[src/rtl/maze_pixel_renderer.sv]
// Tile-based maze renderer: 40x30 tiles of 16x16 pixels, two-tick pixel pipeline, frame-synchronised player position.
// Optional feature macro MAZE_RENDER_LOST_OVERLAY_EN: floor tiles turn red while lost is high.
module maze_pixel_renderer #(
  parameter int H_OFS = 144,
  parameter int V_OFS = 35
) (
  input  logic        clk,
  input  logic        reset_n,
  input  logic        pix_en,
  input  logic        bright,
  input  logic [9:0]  hCount,
  input  logic [9:0]  vCount,
  input  logic [7:0]  player_x_pos,
  input  logic [7:0]  player_y_pos,
  input  logic        pos_valid,
  output logic        pos_ready,
  input  logic        lost,
  output logic [11:0] rgb,
  output logic        frame_start
);

  logic [5:0]  tile_x_d;
  logic [5:0]  tile_y_d;
  logic        commit_d;
  logic        is_wall_d;
  logic        is_player_d;
  logic [11:0] floor_d;
  logic [11:0] colour_d;
  logic [7:0]  pend_x_d;
  logic [7:0]  pend_y_d;

  logic [5:0]  tx_q;
  logic [5:0]  ty_q;
  logic        bright_q;
  logic [11:0] rgb_q;
  logic        frame_start_q;
  logic [7:0]  disp_x_q;
  logic [7:0]  disp_y_q;
  logic [7:0]  pend_x_q;
  logic [7:0]  pend_y_q;
  logic        pend_full_q;

  // Tile coordinates drop the 4 in-tile pixel bits of the offset-corrected counters.
  assign tile_x_d = 6'((hCount - 10'(H_OFS)) >> 4);
  assign tile_y_d = 6'((vCount - 10'(V_OFS)) >> 4);
  assign commit_d = pix_en && (hCount == 10'd0) && (vCount == 10'd0);
  assign pend_x_d = (player_x_pos > 8'd39) ? 8'd39 : player_x_pos;
  assign pend_y_d = (player_y_pos > 8'd29) ? 8'd29 : player_y_pos;

`ifndef MAZE_RENDER_LOST_OVERLAY_EN
  logic unused_lost_d;
  assign unused_lost_d = lost;
`endif

  // Stage-2 colour from the registered tile and the displayed player position.
  always_comb begin
    floor_d = 12'h000;
`ifdef MAZE_RENDER_LOST_OVERLAY_EN
    if (lost) begin
      floor_d = 12'hF00;
    end else begin
      floor_d = 12'h000;
    end
`endif
    is_wall_d = (tx_q == 6'd0) || (tx_q == 6'd39) || (ty_q == 6'd0) || (ty_q == 6'd29) ||
                ((tx_q[1:0] == 2'd2) && (ty_q[2:0] != 3'd3));
    is_player_d = ({2'b00, tx_q} == disp_x_q) && ({2'b00, ty_q} == disp_y_q);
    if (!bright_q) begin
      colour_d = 12'h000;
    end else if (is_player_d) begin
      colour_d = 12'hFF0;
    end else if (is_wall_d) begin
      colour_d = 12'h00F;
    end else begin
      colour_d = floor_d;
    end
  end

  // Pixel pipeline, frame-boundary commit and single-entry position buffer.
  always_ff @(posedge clk) begin
    if (!reset_n) begin
      tx_q          <= 6'd0;
      ty_q          <= 6'd0;
      bright_q      <= 1'b0;
      rgb_q         <= 12'h000;
      frame_start_q <= 1'b0;
      disp_x_q      <= 8'd1;
      disp_y_q      <= 8'd1;
      pend_x_q      <= 8'd0;
      pend_y_q      <= 8'd0;
      pend_full_q   <= 1'b0;
    end else begin
      frame_start_q <= commit_d;
      if (pix_en) begin
        tx_q     <= tile_x_d;
        ty_q     <= tile_y_d;
        bright_q <= bright;
        rgb_q    <= colour_d;
      end
      // Commit wins; a full buffer also holds pos_ready low, so no capture collides with it.
      if (commit_d && pend_full_q) begin
        disp_x_q    <= pend_x_q;
        disp_y_q    <= pend_y_q;
        pend_full_q <= 1'b0;
      end else if (pos_valid && !pend_full_q) begin
        pend_x_q    <= pend_x_d;
        pend_y_q    <= pend_y_d;
        pend_full_q <= 1'b1;
      end
    end
  end

  assign pos_ready   = !pend_full_q;
  assign rgb         = rgb_q;
  assign frame_start = frame_start_q;

endmodule

[config.mk]
export PLATFORM = sky130hd
export DESIGN_NAME = maze_pixel_renderer
export DESIGN_NICKNAME = d
export VERILOG_FILES = /design/src/rtl/maze_pixel_renderer.sv
export SDC_FILE = /design/constraint.sdc
export NUM_CORES = 1
export LEC_CHECK = 0
export BUFFER_PORTS_ARGS = -buffer_cell sky130_fd_sc_hd__buf_2
export CAP_MARGIN = 25
export CORE_AREA = 3 3 72 74
export CTS_BUF_LIST = sky130_fd_sc_hd__clkbuf_2
export CTS_CLUSTER_SIZE = 12
export DETAILED_ROUTE_END_ITERATION = 6
export DIE_AREA = 0 0 75 77
export PLACE_DENSITY = 0.79
export SYNTH_ARGS = -nofsm -noshare
export SYNTH_HDL_FRONTEND = slang
export SYNTH_SLANG_ARGS = --single-unit
[constraint.sdc]
create_clock -name clk -period 1.73 [get_ports clk]
set_input_delay 0.173 -clock clk [delete_from_list [all_inputs] [get_ports clk]]
set_output_delay 0.173 -clock clk [all_outputs]
set_load 0.03 [all_outputs]
==> results.cfg <==
[run_status]
status = completed

[drt]
vias_per_cell = 5.367
vias = 1841
drt_pre_antenna_iters = 4
antenna_left = 0
wire_per_inst_um = 13.62
finalWirelength_um = 4673
drcViolationCount = 0
drtIter0Drc = 107

[worst_hold_path]
hold_class = in -> reg

[worst_setup_path]
worstSetupPathType = in -> reg
critical_path.startpoint = vCount[4]
required_ns = 2.07
start_kind = primary input
r2r_start = ty_q[2]$_SDFFE_PN0P_
cpMostUsedCell = a21oi_1
cp_max_fo = 5
r2r-end = rgb[3]$_SDFFE_PN0P_
slowest_stage = dlygate4sd3_1
crit_path_max_incr_delay_ns = 0.55
cp_cell_sequence = dlygate4sd3_1, buf_2, a2111o_1, a21oi_1, nor2b_1, xnor2_1, a21oi_1
reg2reg_depth = 4
critPathCaptureType = flop
endpoint = ty_q[4]$_SDFFE_PN0P_
r2r_slack_ns = 0.20
arrival_ns = 1.88

[synthesis]
synthArstFlopShare = 0
syn_avg_cell_area_um2 = 10.05
syn_inst = 230
ys_types = 42
synth-edff-count = 0
synthesis.nets = 274
seq_area_frac_synth = 0.4245
synth_area_um2 = 2311
yosys_warnings = 0
synth_flop_cell = dfxtp_1
synth_seq_cells = 49

[clock_tree]
cts_sinks = 49
ctsLongestPathBuffers = 2
clock_insertion_delay_worst_skew_ns = 0.42
clkTransAtPathRegs_ns = 0.24
cts_post_setup_buffers_inserted = 0
tritoncts = done
cts_buffers = 5
htree_levels = 2
clock_tree.root_cell = clkbuf_2

[sta]
max_freq_ghz = 0.6486
hold_violations = 0
worst_pin_slew_ns = 0.5672
setup_viol = 0
rsz0062_at_grt = false
post-route-min-period_ns = 1.542
finalMaxSlewViolations = 0
timing.final.ws_setup_ns = 0.1883
maxSlewHeadroom = 0.6184
fin_crit_sh = 0.8912
fin_tns_setup_ns = 0
finalClockSkew_ns = 0.01655

[global_route]
grt_pass1_vias = 1708
grt_pass1_wl_um = 7548
grt_max_degree = 35
grt_util_all_layers = 0.1651
grt_util_met2 = 0.2622
grtUsageMet1 = 0.2143
grt-busiest-layer = met2
antenna_found_initial = 0
use_met3 = 0.03670
gr-total-overflow = 0

[power_and_ir_drop]
switching_share = 0.2705
combPwrFrac = 0.152
pwr-share-seq = 0.622
p_per_area_nw_per_um2 = 709.3
power_leakage_nw = 1.265
peakVddDrop_mv = 0.4861
netSwitchingPower_w = 0.0005262
p_clk_frac = 0.226
power.internal_w = 0.001419

[cells_and_area]
fillers = 384
drive_above_1_share = 0.2803
area_growth_pct = 18.68
fin_area_um2 = 2743
regArea_um2 = 980.9
n_antenna_cell = 0
instances_no_fill = 343
nets = 333
final_util = 0.5885
multiInputGateArea_um2 = 1161

[placed_design]
hpwl_um = 3326
io_buffer_count = 54
gp_congestion = 0.7684
place_ws_ns = 0.1161
dp_cells = 323
dpl_cell_area_um2 = 2564

[job]
max_cap_viol_count = 0

[floorplanning]
fp-row-count = 25
coreArea_um2 = 4661
boundaryPins = 56
die_x_um = 75
start_util = 0.4958
dieHeight_um = 77
dieArea_um2 = 5775
==> what timing repair did <==
item / in CTS / in global routing
setup endpoints to repair: 0 / 2
resized for setup: 0 / 2
hold buffers: 7 / 6
endpoints found under the hold margin: 7 / 6
==> worst max-delay path, delay by kind of cell <==
family | cells | cell delay [ns]
AOI/OAI and AO/OA | 3 | 0.71
xor gates and xnor gates | 1 | 0.13
buffers and inverters | 2 | 0.69
and+or+nand+nor | 1 | 0.18
==> synthesized netlist by cell type (all sizes together) (3+ instances only) <==
| library cell | instances | share of area |
|---|---|---|
| or4 | 3 | 0.011 |
| a21oi | 9 | 0.019 |
| buf | 14 | 0.053 |
| xor2 | 3 | 0.011 |
| clkbuf | 8 | 0.017 |
| o21ai | 9 | 0.019 |
| nor4 | 4 | 0.011 |
| o211a | 4 | 0.017 |
| nand2b | 3 | 0.0081 |
| nand4 | 6 | 0.016 |
| nor2b | 24 | 0.065 |
| xnor2 | 17 | 0.064 |
| o221a | 6 | 0.029 |
| a22oi | 3 | 0.0097 |
| nand2 | 8 | 0.013 |
| inv | 5 | 0.0081 |
| and3 | 6 | 0.017 |
| mux2i | 21 | 0.091 |
| nor2 | 8 | 0.016 |
| nand3 | 5 | 0.013 |
| dfxtp | 49 | 0.42 |
==> layer usage <==
metal | vias to the layer above | share of wire
met5 | - | 0
met4 | 0 | 0.021
met3 | 11 | 0.041
met2 | 45 | 0.48
met1 | 860 | 0.45
li1 | 925 | -
==> logic make-up after synthesis <==
| family | share of synthesized area |
|---|---|
| simple gates | 0.1944 |
| flops | 0.4245 |
| compound gates | 0.1251 |
| buf+inv | 0.07850 |
| mux | 0.09096 |
| xor+xnor | 0.07580 |
| fa+ha+maj | 0.01083 |
==> placed cells by master, fill, tap and decap left out, types with 6 or more instances in the layout <==
cell,n
nand2_1,8
dfxtp_1,49
nor2b_1,24
mux2i_1,21
xnor2_1,17
a21oi_1,9
nand4_1,6
o221a_2,6
nor2_1,7
dlygate4sd3_1,13
o21ai_0,9
buf_2,54
==> power groups by stage <==
stage                     combinational (W)  clock, W  sequential (W)
after floorplan                    0.000172         0         0.00122
after global placement             0.000265         0         0.00123
after detailed placement           0.000270         0         0.00123
after CTS                          0.000283  0.000438         0.00121
after global routing               0.000327  0.000490         0.00122
final                              0.000296  0.000439         0.00121
==> how the worst min path moves through the flow <==
stage / cells after the start / startpoint / endpoint
floorplan: 2 / player_y_pos[0] / pend_y_q[0]$_SDFFE_PN0P_
global placement: 3 / player_y_pos[0] / pend_y_q[0]$_SDFFE_PN0P_
detailed placement: 3 / player_y_pos[0] / pend_y_q[0]$_SDFFE_PN0P_
CTS: 2 / player_y_pos[2] / pend_y_q[2]$_SDFFE_PN0P_
global route: 3 / vCount[8] / ty_q[4]$_SDFFE_PN0P_
finish: 3 / player_x_pos[5] / pend_x_q[5]$_SDFFE_PN0P_
==> metrics by stage <==
step / hold WS (ns) / power, W
after floorplan: 0.3007 / 0.001396
after global placement: 0.4195 / 0.001496
after detailed placement: 0.4227 / 0.001503
after CTS: 0.002081 / 0.001933
after global routing: 0.005648 / 0.002036
final: 0.01479 / 0.001945
==> area by class of cell <==
type | count | area share
repair buffers | 74 | 0.1743
flip-flops and latches | 49 | 0.3577
clock inverters | 2 | 0.004106
multi-input cells | 154 | 0.4234
inverters | 5 | 0.006843
clock buffers | 5 | 0.009124
well taps | 54 | 0.02464
==> flip-flops by register name, summed over array words and instances (netlist names) <==
name         count
pend_y_q         8
disp_y_q         8
ty_q             6
disp_x_q         8
tx_q             6
pend_x_q         8
pend_full_q      1
bright_q         1
frame_start      1
rgb              2
No activity file was read; power rests on OpenSTA's default activity.
